$ cat src/rtl/uart_tx_arbiter.sv
// Round-robin arbiter that lets four byte requesters share one UART transmitter,
// with a start timeout that flags a transmitter which never goes busy.
module uart_tx_arbiter #(
  parameter int unsigned START_TIMEOUT = 16
) (
  input  logic        clk,
  input  logic        rst_n,
  input  logic [3:0]  req_valid,
  input  logic [31:0] req_data,
  output logic [3:0]  req_ready,
  output logic [7:0]  tx_data,
  output logic        tx_en,
  input  logic        tx_busy,
  output logic [1:0]  grant_id,
  output logic        active,
  input  logic        err_clr,
  output logic        timeout_err
);

  typedef enum logic [1:0] {IDLE, WAIT_BUSY, WAIT_DONE} state_t;

  state_t     state, state_nxt;
  logic [4:0] cnt, cnt_nxt;
  logic [1:0] last_grant, winner, idx;
  logic       found, grant, timeout;

  // Search starts one past the last winner; the final step (offset 4) revisits it.
  always_comb begin
    winner = last_grant;
    found  = 1'b0;
    idx    = last_grant;
    for (int unsigned i = 1; i <= 4; i++) begin
      idx = last_grant + 2'(i);
      if (!found && req_valid[idx]) begin
        winner = idx;
        found  = 1'b1;
      end
    end
  end

  always_comb begin
    state_nxt = state;
    cnt_nxt   = cnt;
    grant     = 1'b0;
    timeout   = 1'b0;
    case (state)
      IDLE: begin
        if (!tx_busy && found) begin
          grant     = 1'b1;
          cnt_nxt   = '0;
          state_nxt = WAIT_BUSY;
        end
      end
      WAIT_BUSY: begin
        if (tx_busy) begin
          state_nxt = WAIT_DONE;
        end else if (cnt == 5'(START_TIMEOUT - 1)) begin
          timeout   = 1'b1;
          state_nxt = IDLE;
        end else begin
          cnt_nxt = cnt + 5'd1;
        end
      end
      WAIT_DONE: begin
        if (!tx_busy) state_nxt = IDLE;
      end
      default: state_nxt = IDLE;
    endcase
  end

  always_ff @(posedge clk or negedge rst_n) begin
    if (!rst_n) begin
      state       <= IDLE;
      cnt         <= '0;
      last_grant  <= 2'd3;
      tx_en       <= 1'b0;
      req_ready   <= '0;
      tx_data     <= '0;
      grant_id    <= '0;
      timeout_err <= 1'b0;
    end else begin
      state     <= state_nxt;
      cnt       <= cnt_nxt;
      tx_en     <= grant;
      req_ready <= grant ? (4'b0001 << winner) : 4'b0000;
      if (grant) begin
        tx_data    <= req_data[{winner, 3'b000} +: 8];
        grant_id   <= winner;
        last_grant <= winner;
      end
      // A timeout on the same edge as err_clr keeps the flag set.
      if (timeout) begin
        timeout_err <= 1'b1;
      end else if (err_clr) begin
        timeout_err <= 1'b0;
      end
    end
  end

  assign active = (state != IDLE);

endmodule

$ cat config.mk
export PLATFORM = sky130hd
export DESIGN_NAME = uart_tx_arbiter
export DESIGN_NICKNAME = d
export VERILOG_FILES = /design/src/rtl/uart_tx_arbiter.sv
export SDC_FILE = /design/constraint.sdc
export NUM_CORES = 1
export LEC_CHECK = 0
export ABC_AREA = 1
export CAP_MARGIN = 20
export CORE_MARGIN = 8
export CORE_UTILIZATION = 40
export CTS_CLUSTER_DIAMETER = 200
export DETAILED_ROUTE_END_ITERATION = 10
export GPL_ROUTABILITY_DRIVEN = 0
export MAX_ROUTING_LAYER = met4
export PLACE_DENSITY_LB_ADDON = 0.08
export SETUP_SLACK_MARGIN = 0.05
export SLEW_MARGIN = 15
export SYNTH_ARGS = -nofsm -noshare
export SYNTH_HDL_FRONTEND = slang
export SYNTH_SLANG_ARGS = --single-unit
$ cat constraint.sdc
create_clock -name clk -period 1.8 [get_ports clk]
set_input_delay 0.45 -clock clk [delete_from_list [all_inputs] [get_ports clk]]
set_output_delay 0.45 -clock clk [all_outputs]
set_load 0.03 [all_outputs]
Yosys cells after proc, flatten, opt, wreduce, memory -nomap -nowiden
Index checks and enable logic that the tools add are counted.
{"block": "word_totals", "regBits": 25, "input_bits": 40, "output_inout_bits": 17, "wordCells": 73}
{"block": "classes", "addsub": 4, "n_lt_le_gt_ge": 4, "eq_ne": 8, "n_shift": 2, "n_mux": 33, "reduce_logical": 14}
{"operator": "variable part select 32 x 6 -> 8 bit", "count": 1}
{"operator": "2-to-1 mux 2 bit", "count": 8}
{"operator": "2-to-1 mux 1 bit", "count": 15}
{"operator": "2-to-1 mux 5 bit", "count": 3}
{"operator": "< comparator 2 x 3 -> 1 bit (second input constant)", "count": 4}
{"operator": "one-hot mux 5 bit (2 select lines)", "count": 1}
{"operator": "binary-select mux 1 bit (select 2 bit)", "count": 4}
{"operator": "inequality test 2 bit (second input constant)", "count": 4}
{"operator": "one-hot mux 2 bit (3 select lines)", "count": 1}
{"operator": "nonzero test 2 bit", "count": 3}
{"operator": "adder 5 x 1 -> 5 bit (second input constant)", "count": 1}
{"operator": "== test 5 x 4 -> 1 bit (second input constant)", "count": 1}
{"operator": "adder 2 bit (second input constant)", "count": 2}
{"operator": "logical AND 1 bit", "count": 4}
{"operator": "logical NOT 1 bit", "count": 4}
{"operator": "2-to-1 mux 4 bit", "count": 1}
{"operator": "AND reduction 4 bit", "count": 1}
{"operator": "left shift 1 x 2 -> 4 bit (first input constant)", "count": 1}
{"operator": "inequality test 3 bit (second input constant)", "count": 1}
{"operator": "AND reduction 3 bit", "count": 1}
{"operator": "adder 2 x 1 -> 2 bit (second input constant)", "count": 1}
{"operator": "== test 2 x 1 -> 1 bit (second input constant)", "count": 1}
{"operator": "== test 2 bit (second input constant)", "count": 1}
{"operator": "logical NOT 2 bit", "count": 1}

Depth between registers and ports, before layout
Gate-level depths: netlist of the first run.
{"block": "logic_depth", "ltp_word": 17, "depth_mapped": 15, "ltp_nobuf": 13}

Worst setup path after synthesis of the first run
OpenSTA, ideal clock, no wires.
{"block": "synth_path", "path_kind": "register to register", "startpoint": "register cnt[0]", "endpoint": "register cnt[3]", "setup_ps": 119, "t_arrival_ps": 1648, "required_ps": 1681, "slack_ps": 33, "path_stages_with_launch": 8, "path_buffers": 0, "synth_period_minus_slack_ps": 1767, "cell_sequence": "dfrtp_1 > ha_1 > and3_1 > ha_1 > nor3_1 > nand4_1 > xor2_1 > nor2_1"}
{"block": "synth_via", "elab_chain_cells": 4, "elab_cells_between_ends": 7}
{"item": "from (decl)", "line_no": "23", "rtl": "logic [4:0] cnt, cnt_nxt;"}
{"item": "from (signal assigned)", "line_no": "83", "rtl": "cnt <= cnt_nxt;"}
{"item": "adder 5 x 1 -> 5 bit", "line_no": "61", "rtl": "cnt_nxt = cnt + 5'd1;"}
{"item": "2-to-1 mux 5 bit", "line_no": "57", "rtl": "end else if (cnt == 5'(START_TIMEOUT - 1)) begin"}
{"item": "2-to-1 mux 5 bit", "line_no": "55", "rtl": "if (tx_busy) begin"}
{"item": "one-hot mux 5 bit (2 select lines)", "line_no": "46", "rtl": "case (state)"}
Parallel ways exist; a longest one is shown, timed or not. The select of a mux whose other input is x is not followed.
A chain may end at the register's enable or synchronous reset.

Worst setup path in the final report of the first run
{"block": "layout_path", "startpoint": "register last_grant[0]", "endpoint": "register tx_data[0]"}
{"block": "layout_via", "elab_chain_cells": 16, "elab_cells_between_ends": 29}
{"item": "from (decl)", "line_no": "24", "rtl": "logic [1:0] last_grant, winner, idx;"}
{"item": "from (signal assigned)", "line_no": "89", "rtl": "last_grant <= winner;"}
{"item": "branches (longest 16 deep; another with adder 2 x 1 -> 2 bit)"}
{"item": "to (signal assigned)", "line_no": "87", "rtl": "tx_data <= req_data[{winner, 3'b000} +: 8];"}
{"item": "to (decl)", "line_no": "11", "rtl": "output logic [7:0] tx_data,"}
Parallel ways; which one is timed is not known. The select of a mux whose other input is x is not followed.

==> results of run 1 <==
==> metal layers <==
layer | track usage, % | up-vias | wire (microns)
met2 | 27.3 | 54 | 2310
met1 | 16.6 | 730 | 1840
met3 | 4.03 | 9 | 242
met4 | 5.28 | 0 | 97
li1 | - | 843 | -
met5 | - | - | 0
==> worst max path at each step <==
stage / startpoint / endpoint / slack, ns / depth (start not counted)
after global placement: req_valid[2] / tx_data[7] / -0.24 / 13
after global routing: last_grant[0] / tx_data[1] / -0.17 / 13
final: last_grant[0] / tx_data[0] / -0.03 / 13
after floorplan: last_grant[0] / tx_data[0] / 0.07 / 15
after CTS: last_grant[0] / tx_data[2] / -0.02 / 13
after detailed placement: req_valid[0] / tx_data[2] / -0.28 / 14
==> per-stage QoR <==
step	worst slack [ns]	total power, uW	cell area (sq um)	cells
after floorplan	0.0702	2920	1530	209
after global placement	-0.245	3950	2270	330
after detailed placement	-0.280	3960	2270	330
after CTS	-0.0217	4650	2470	344
after global routing	-0.173	5150	2540	344
final	-0.0287	4750	2540	344
==> kinds of logic after synthesis <==
kind of cell / count (synthesis)
AOI/OAI and AO/OA: 12
xor gates and xnor gates: 2
adders and majority gates: 2
buffers and inverters: 21
DFF: 25
and+or+nand+nor: 147
==> worst min-delay path: cells and delay by family (launching register included) <==
kind,cells,cell delay (ns)
AOI/OAI and AO/OA,1,0.05
DFF,1,0.35
and+or+nand+nor,1,0.05
==> report_power, final <==
| part | total [uW] | internal, uW | switching (uW) |
|---|---|---|---|
| Clock | 328 | 155 | 173 |
| Sequential | 924 | 791 | 134 |
| Combinational | 3500 | 1450 | 2050 |
==> state kept, by name, summed over array words and instances (netlist names) <==
register and cells:
cnt 5, tx_en 1, req_ready 4, last_grant 2, tx_data 8, state 2
grant_id 2, timeout_err 1
==> Yosys cell counts <==
master,number,area (sq um)
a21oi_1,3,15.0
buf_6,1,11.3
nand3_1,29,145
inv_2,4,15.0
o21bai_1,1,7.51
a21oi_2,1,8.76
nor3_2,1,10.0
nand3_2,1,10.0
nand2_4,2,22.5
nor2_2,1,6.26
nand3_4,1,17.5
buf_4,1,7.51
inv_1,11,41.3
and3_1,1,6.26
buf_2,2,10.0
ha_1,2,25.0
inv_6,1,8.76
nor2_1,10,37.5
nand2_2,10,62.6
buf_8,1,15.0
o22ai_1,1,6.26
nand2_1,86,323
nand4_1,3,18.8
nor2_4,1,11.3
dfstp_2,2,52.6
nor3_1,1,5.00
a22o_1,1,8.76
dfrtp_1,23,576
o21ai_0,5,25.0
xor2_1,2,17.5
==> final cells by class <==
class	count	area share, %
clock buffers	3	1.63
clock inverters	1	0.197
inverters	16	2.86
multi-input cells	164	36.3
flip-flops and latches	25	24.8
well taps	48	2.37
repair buffers	87	31.9
==> timing repair <==
action,CTS,global route
hold buffers,0,0
buffers inserted,9,0
resized for setup,39,21
pin swaps,9,9
gates cloned,1,0
setup endpoints to repair,34,24
==> summary.md, run 1 <==
| Metric | Value |
|---|---|
| Critical Path Source Type | `flop` |
| Die height | `77.8 microns` |
| R2R cell count | `13` |
| Sequence of cells on the critical path | `buf_6, nand2_2, nand2_2, nand2_2, nand2_4, nand2_2, nand2_2, nand2_4, buf_4, nand3_1, nand2_1, nand2_1, nand3_1` |
| Largest family of logic cells by synthesized area | `simple AND/OR/NAND/NOR gates` |
| Die area | `0.00605 sq mm` |
| # setup viols final | `6` |
| Final #Nets | `339` |
| Synth Area in XOR/XNOR | `1.15%` |
| WL per Instance | `13.1 microns` |
| Number of global-route vias before repair | `1700` |
| Initial Util | `41.7%` |
| Worst-path maximum fanout | `6` |
| Mapped cell area | `0.00153 sq mm` |
| Remaining antenna violation count after routing | `0` |
| Data required, critical path | `1.96 ns` |
| Power per cell area | `1870 mW/mm^2` |
| Clock Skews | `0.00170 ns` |
| Hold_sp | `grant_id[1]` |
| Slowest Stage Delay on Critical Path | `0.64 ns` |
| Die width | `77.8 microns` |
| Cell leakage power | `0.00129 uW` |
| Slowest CP cell | `dfstp_2` |
| Hold Path End | `grant_id[1]` |
| DRT iter0 DRCs | `35` |
| Synth Area in Compound Gates | `4.67%` |
| Fillers | `323` |
| Synth Area in Simple Gates | `44.3%` |
| Mux contribution to synthesized area | `0%` |
| Largest net degree at the start of global routing | `26` |
| RSZ-0062 raised after global routing | `yes` |
| CP top delay family | `simple AND/OR/NAND/NOR gates` |
| Fmax | `547 MHz` |
| CTS root buffer | `clkbuf_8` |
| Hold WS | `0.490 ns` |
| Reg area | `628 sq um` |
| Clk_lat worst skew | `0.27 ns` |
| CP Class | `reg2reg` |
| Worst Tran Pin Value | `0.342 ns` |
| I/O pin count | `57` |
| Synthesis-to-finish area growth | `66.2%` |
| TritonCTS clock tree | `yes` |
| Synth Area per Inst | `7.30 sq um` |
| DR pass1 iterations | `4` |
| GRT Resource Usage Total | `15.6%` |
| Synth Warn # | `0` |
| Grt ovf | `0` |
| Most common cell after layout, fill and taps aside | `nand2_1` |
| FF-to-FF setup slack | `-0.03 ns` |
| Post-Syn Instances | `209` |
| Post-Synth Adder-Cell Area | `1.64%` |
| CTS Buf Count | `3` |
| Port Buffers | `56` |
| First-pass GRT wire length | `7510 microns` |
| WP buf/inv | `2` |
| Hold path cells | `2` |
| Syn nets | `251` |
| Slew Limit Fails | `0` |
| Critical Path Most Common Cell | `nand2_2` |
| Residual DRC count | `0` |
| Critical path endpoint category | `flop` |
| Worst hold-check path type | `reg2reg` |
| Max-cap violations | `0` |
| CTS Buffer Depth | `2` |
| Site Rows | `22` |
| Yosys cell types | `30` |
| Arrival @ worst endpoint | `1.99 ns` |
| Total number of vias | `1636` |
| Outcome | `complete, but fails checks` |
| CTS clock-pin slew for the worst setup and hold paths | `0.08 ns` |
| Area occupied by multi-input gates | `921 sq um` |
| Antenna violations before repair | `0` |
| Vias/cell | `4.76` |
| Final Hold Fails | `0` |
| Final Util | `69.3%` |
| DP Wirelength | `3310 microns` |
| Diodes inserted | `0` |
| Worst R2R End | `tx_data[0]` |
| Worst VDD drop | `1.13 mV` |
| Clock Sinks | `25` |
| Setup WS post-layout | `-0.0287 ns` |
| H-tree depth | `1` |
| Final worst-path cycle share | `102%` |
| Proportion of layout cells with a drive suffix above 1 | `29.1%` |
| Total Wirelength | `4500 microns` |
| Standard cell core area | `0.00366 sq mm` |
| Sequential area share after synthesis | `41.1%` |
| Critical R2R Launch | `last_grant[0]` |
| Max-slew headroom | `77.3%` |
| FF+latch count, synth | `25` |
| Setup_tns | `-0.107 ns` |
| Most frequent cells in the layout | `nand2_1, clkdlybuf4s50_1, buf_4, nand3_1, dfrtp_1` |
| Final worst path period need | `1.83 ns` |
| Failing checks | `setup timing` |
Power figures use the tool's default switching activity.
==> run 2: changes to the inputs <==
Settings changed: CORE_UTILIZATION 40 to 44.
Clock period 1.8 ns to 2 ns, I/O delays scaled along.
==> summary.md, run 2 (same netlist as run 1, synthesis figures left out) <==
| Metric | Value |
|---|---|
| Outcome | `finished clean (was complete, but fails checks)` |
| Hold_sp | `grant_id[0] (was grant_id[1])` |
| Fillers | `308 (was 323)` |
| DR pass1 iterations | `4 (unchanged)` |
| Number of global-route vias before repair | `1555 (was 1700)` |
| Synthesis-to-finish area growth | `50.4% (was 66.2%)` |
| Largest net degree at the start of global routing | `26 (unchanged)` |
| Top reg by flops | `tx_data (unchanged)` |
| Proportion of layout cells with a drive suffix above 1 | `17.2% (was 29.1%)` |
| Critical R2R Launch | `last_grant[0] (unchanged)` |
| Setup_tns | `0 ns (was -0.107 ns)` |
| Worst R2R End | `tx_data[2] (was tx_data[0])` |
| GRT Resource Usage Total | `14.8% (was 15.6%)` |
| Worst Tran Pin Value | `0.321 ns (was 0.342 ns)` |
| Power per cell area | `1650 mW/mm^2 (was 1870 mW/mm^2)` |
| Top Registers | `tx_data: 8 flops, cnt: 5 flops, req_ready: 4 flops (unchanged)` |
| Remaining antenna violation count after routing | `0 (unchanged)` |
| CTS root buffer | `clkbuf_4 (was clkbuf_8)` |
| Die height | `74.9 microns (was 77.8 microns)` |
| Sequence of cells on the critical path | `clkdlybuf4s50_1 (was buf_6, nand2_2, nand2_2, nand2_2, nand2_4, nand2_2, nand2_2, nand2_4, buf_4, nand3_1, nand2_1, nand2_1, nand3_1)` |
| Final worst-path cycle share | `93.9%` |
| Grt ovf | `0 (unchanged)` |
| Worst-path maximum fanout | `2 (was 6)` |
| Clock Skews | `0.00565 ns (was 0.00170 ns)` |
| RSZ-0062 raised after global routing | `yes (unchanged)` |
| Arrival @ worst endpoint | `1.38 ns (was 1.99 ns)` |
| Die width | `74.9 microns (was 77.8 microns)` |
| WP buf/inv | `1 (was 2)` |
| Cell leakage power | `0.00113 uW (was 0.00129 uW)` |
| Total number of vias | `1542 (was 1636)` |
| Final worst path period need | `1.88 ns` |
| Most frequent cells in the layout | `nand2_1, clkdlybuf4s50_1, nand3_1, dfrtp_1, nand2_2 (was nand2_1, clkdlybuf4s50_1, buf_4, nand3_1, dfrtp_1)` |
| CTS Buf Count | `3 (unchanged)` |
| Int Pwr | `1880 uW (was 2400 uW)` |
| Vias/cell | `4.74 (was 4.76)` |
| Hold Path End | `grant_id[0] (was grant_id[1])` |
| CTS Buffer Depth | `2 (unchanged)` |
| Fmax | `533 MHz` |
| Data required, critical path | `1.50 ns (was 1.96 ns)` |
| CTS clock-pin slew for the worst setup and hold paths | `0.15 ns (was 0.08 ns)` |
| CP top delay family | `buffers and inverters (was simple AND/OR/NAND/NOR gates)` |
| Final #Nets | `322 (was 339)` |
| Diodes inserted | `0 (unchanged)` |
| Residual DRC count | `0 (unchanged)` |
| Pre-CTS WS | `-0.111 ns (was -0.280 ns)` |
| DP Wirelength | `3050 microns (was 3310 microns)` |
| Switch Pwr | `1900 uW (was 2360 uW)` |
| Worst hold-check path type | `reg2reg (unchanged)` |
| Port Buffers | `56 (unchanged)` |
| WL per Instance | `12.0 microns (was 13.1 microns)` |
| Antenna violations before repair | `0 (unchanged)` |
| Die area | `0.00561 sq mm (was 0.00605 sq mm)` |
| CP Class | `reg2out (was reg2reg)` |
| Slew Limit Fails | `0 (unchanged)` |
| Worst VDD drop | `0.832 mV (was 1.13 mV)` |
| Critical Path Source Type | `flop (unchanged)` |
| Critical path endpoint category | `output pin (was flop)` |
| Site Rows | `21 (was 22)` |
| I/O pin count | `57 (unchanged)` |
| Area occupied by multi-input gates | `820 sq um (was 921 sq um)` |
| Final Hold Fails | `0 (unchanged)` |
| # setup viols final | `0 (was 6)` |
| First-pass GRT wire length | `6500 microns (was 7510 microns)` |
| Cell area after layout | `0.00230 sq mm (was 0.00254 sq mm)` |
| H-tree depth | `1 (unchanged)` |
| FF-to-FF setup slack | `0.17 ns (was -0.03 ns)` |
| Hold path cells | `2 (unchanged)` |
| Logic gate share of total power | `72.0% (was 73.7%)` |
| Number of flip-flops in the largest register | `8 (unchanged)` |
| Clock Sinks | `25 (unchanged)` |
| Slowest CP cell | `clkdlybuf4s50_1 (was dfstp_2)` |
| DRT iter0 DRCs | `79 (was 35)` |
| Placed Area | `0.00220 sq mm (was 0.00227 sq mm)` |
| Initial Util | `45.7% (was 41.7%)` |
| Clk pwr share | `6.2% (was 6.9%)` |
| Reg area | `628 sq um (unchanged)` |
| Max-slew headroom | `78.5% (was 77.3%)` |
| Total Wirelength | `3890 microns (was 4500 microns)` |
| Sequential share of power | `21.8% (was 19.4%)` |
| Clk_lat worst skew | `0.32 ns (was 0.27 ns)` |
| Setup WS post-layout | `0.122 ns (was -0.0287 ns)` |
| Slowest Stage Delay on Critical Path | `0.68 ns (was 0.64 ns)` |
| R2R cell count | `13 (unchanged)` |
| TritonCTS clock tree | `yes (unchanged)` |
| Standard cell core area | `0.00334 sq mm (was 0.00366 sq mm)` |
| Most common cell after layout, fill and taps aside | `nand2_1 (unchanged)` |
| Sw Share | `50.4% (was 49.6%)` |
| Max-cap violations | `0 (unchanged)` |
[run 2: changes by cell type in the layout (fill, tap and decap cells not counted), sizes merged]
cell / delta
clkdlybuf4s50: +12
clkinvlp: +1
dlygate4sd2: -11
clkinv: -1
dlymetal6s2s: -1
buf: -17
[run 2: worst max path at each step]
stage                       endpoint  slack (ns)           from  cells past startpoint
after floorplan               cnt[3]        0.23         cnt[0]                      7
after global placement    tx_data[5]       -0.09   req_valid[1]                     14
after detailed placement  tx_data[5]       -0.11   req_valid[1]                     14
after CTS                 tx_data[5]        0.09  last_grant[0]                     12
after global routing      tx_data[6]        0.02  last_grant[0]                     13
final                     tx_data[4]        0.12     tx_data[4]                      1
[run 2: metrics by stage]
| stage | power, uW | std cells | hold WS (ns) | util (%) |
|---|---|---|---|---|
| 2_1_floorplan | 2620 | 209 | 0.204 | - |
| 3_3_place_gp | 3370 | 317 | 0.473 | 65.8 |
| 3_5_place_dp | 3400 | 317 | 0.475 | 65.8 |
| 4_1_cts | 3630 | 321 | 0.511 | 66.7 |
| 5_1_grt | 4120 | 325 | 0.537 | 68.8 |
| 6_report | 3780 | 325 | 0.505 | 68.8 |
[run 2: area by class of cell]
class	count	area share, %
Multi-Input combinational cell	164	35.7
Timing Repair Buffer	70	30.3
Sequential cell	25	27.4
Inverter	16	2.83
Tap cell	46	2.51
Clock buffer	3	0.981
Clock inverter	1	0.327
[run 2: power groups by stage]
stage               Sequential (uW)  Combinational [uW]  Clock [uW]
finish                          824                2720         233
floorplan                      1070                1550           0
CTS                             846                2540         238
detailed placement              855                2540           0
global placement                855                2510           0
global route                    855                3010         257
[run 2: what timing repair did]
item,4_1_cts,5_1_grt
gates resized for setup,1,8
gates cloned,0,1
pin swaps,0,6
endpoints found under the setup margin,1,17
buffers inserted,0,3
hold buffers,0,0
[run 2: per-layer routing]
layer  vias up  global-route usage [%]  wire (microns)  share of wire [%]
li1        813                       -               -                  -
met1       670                    18.8            1880                 48
met2        57                    23.0            1710                 44
met3         2                    4.13             281                7.2
met4         0                    2.61              16               0.41
met5         -                       -               0                  0
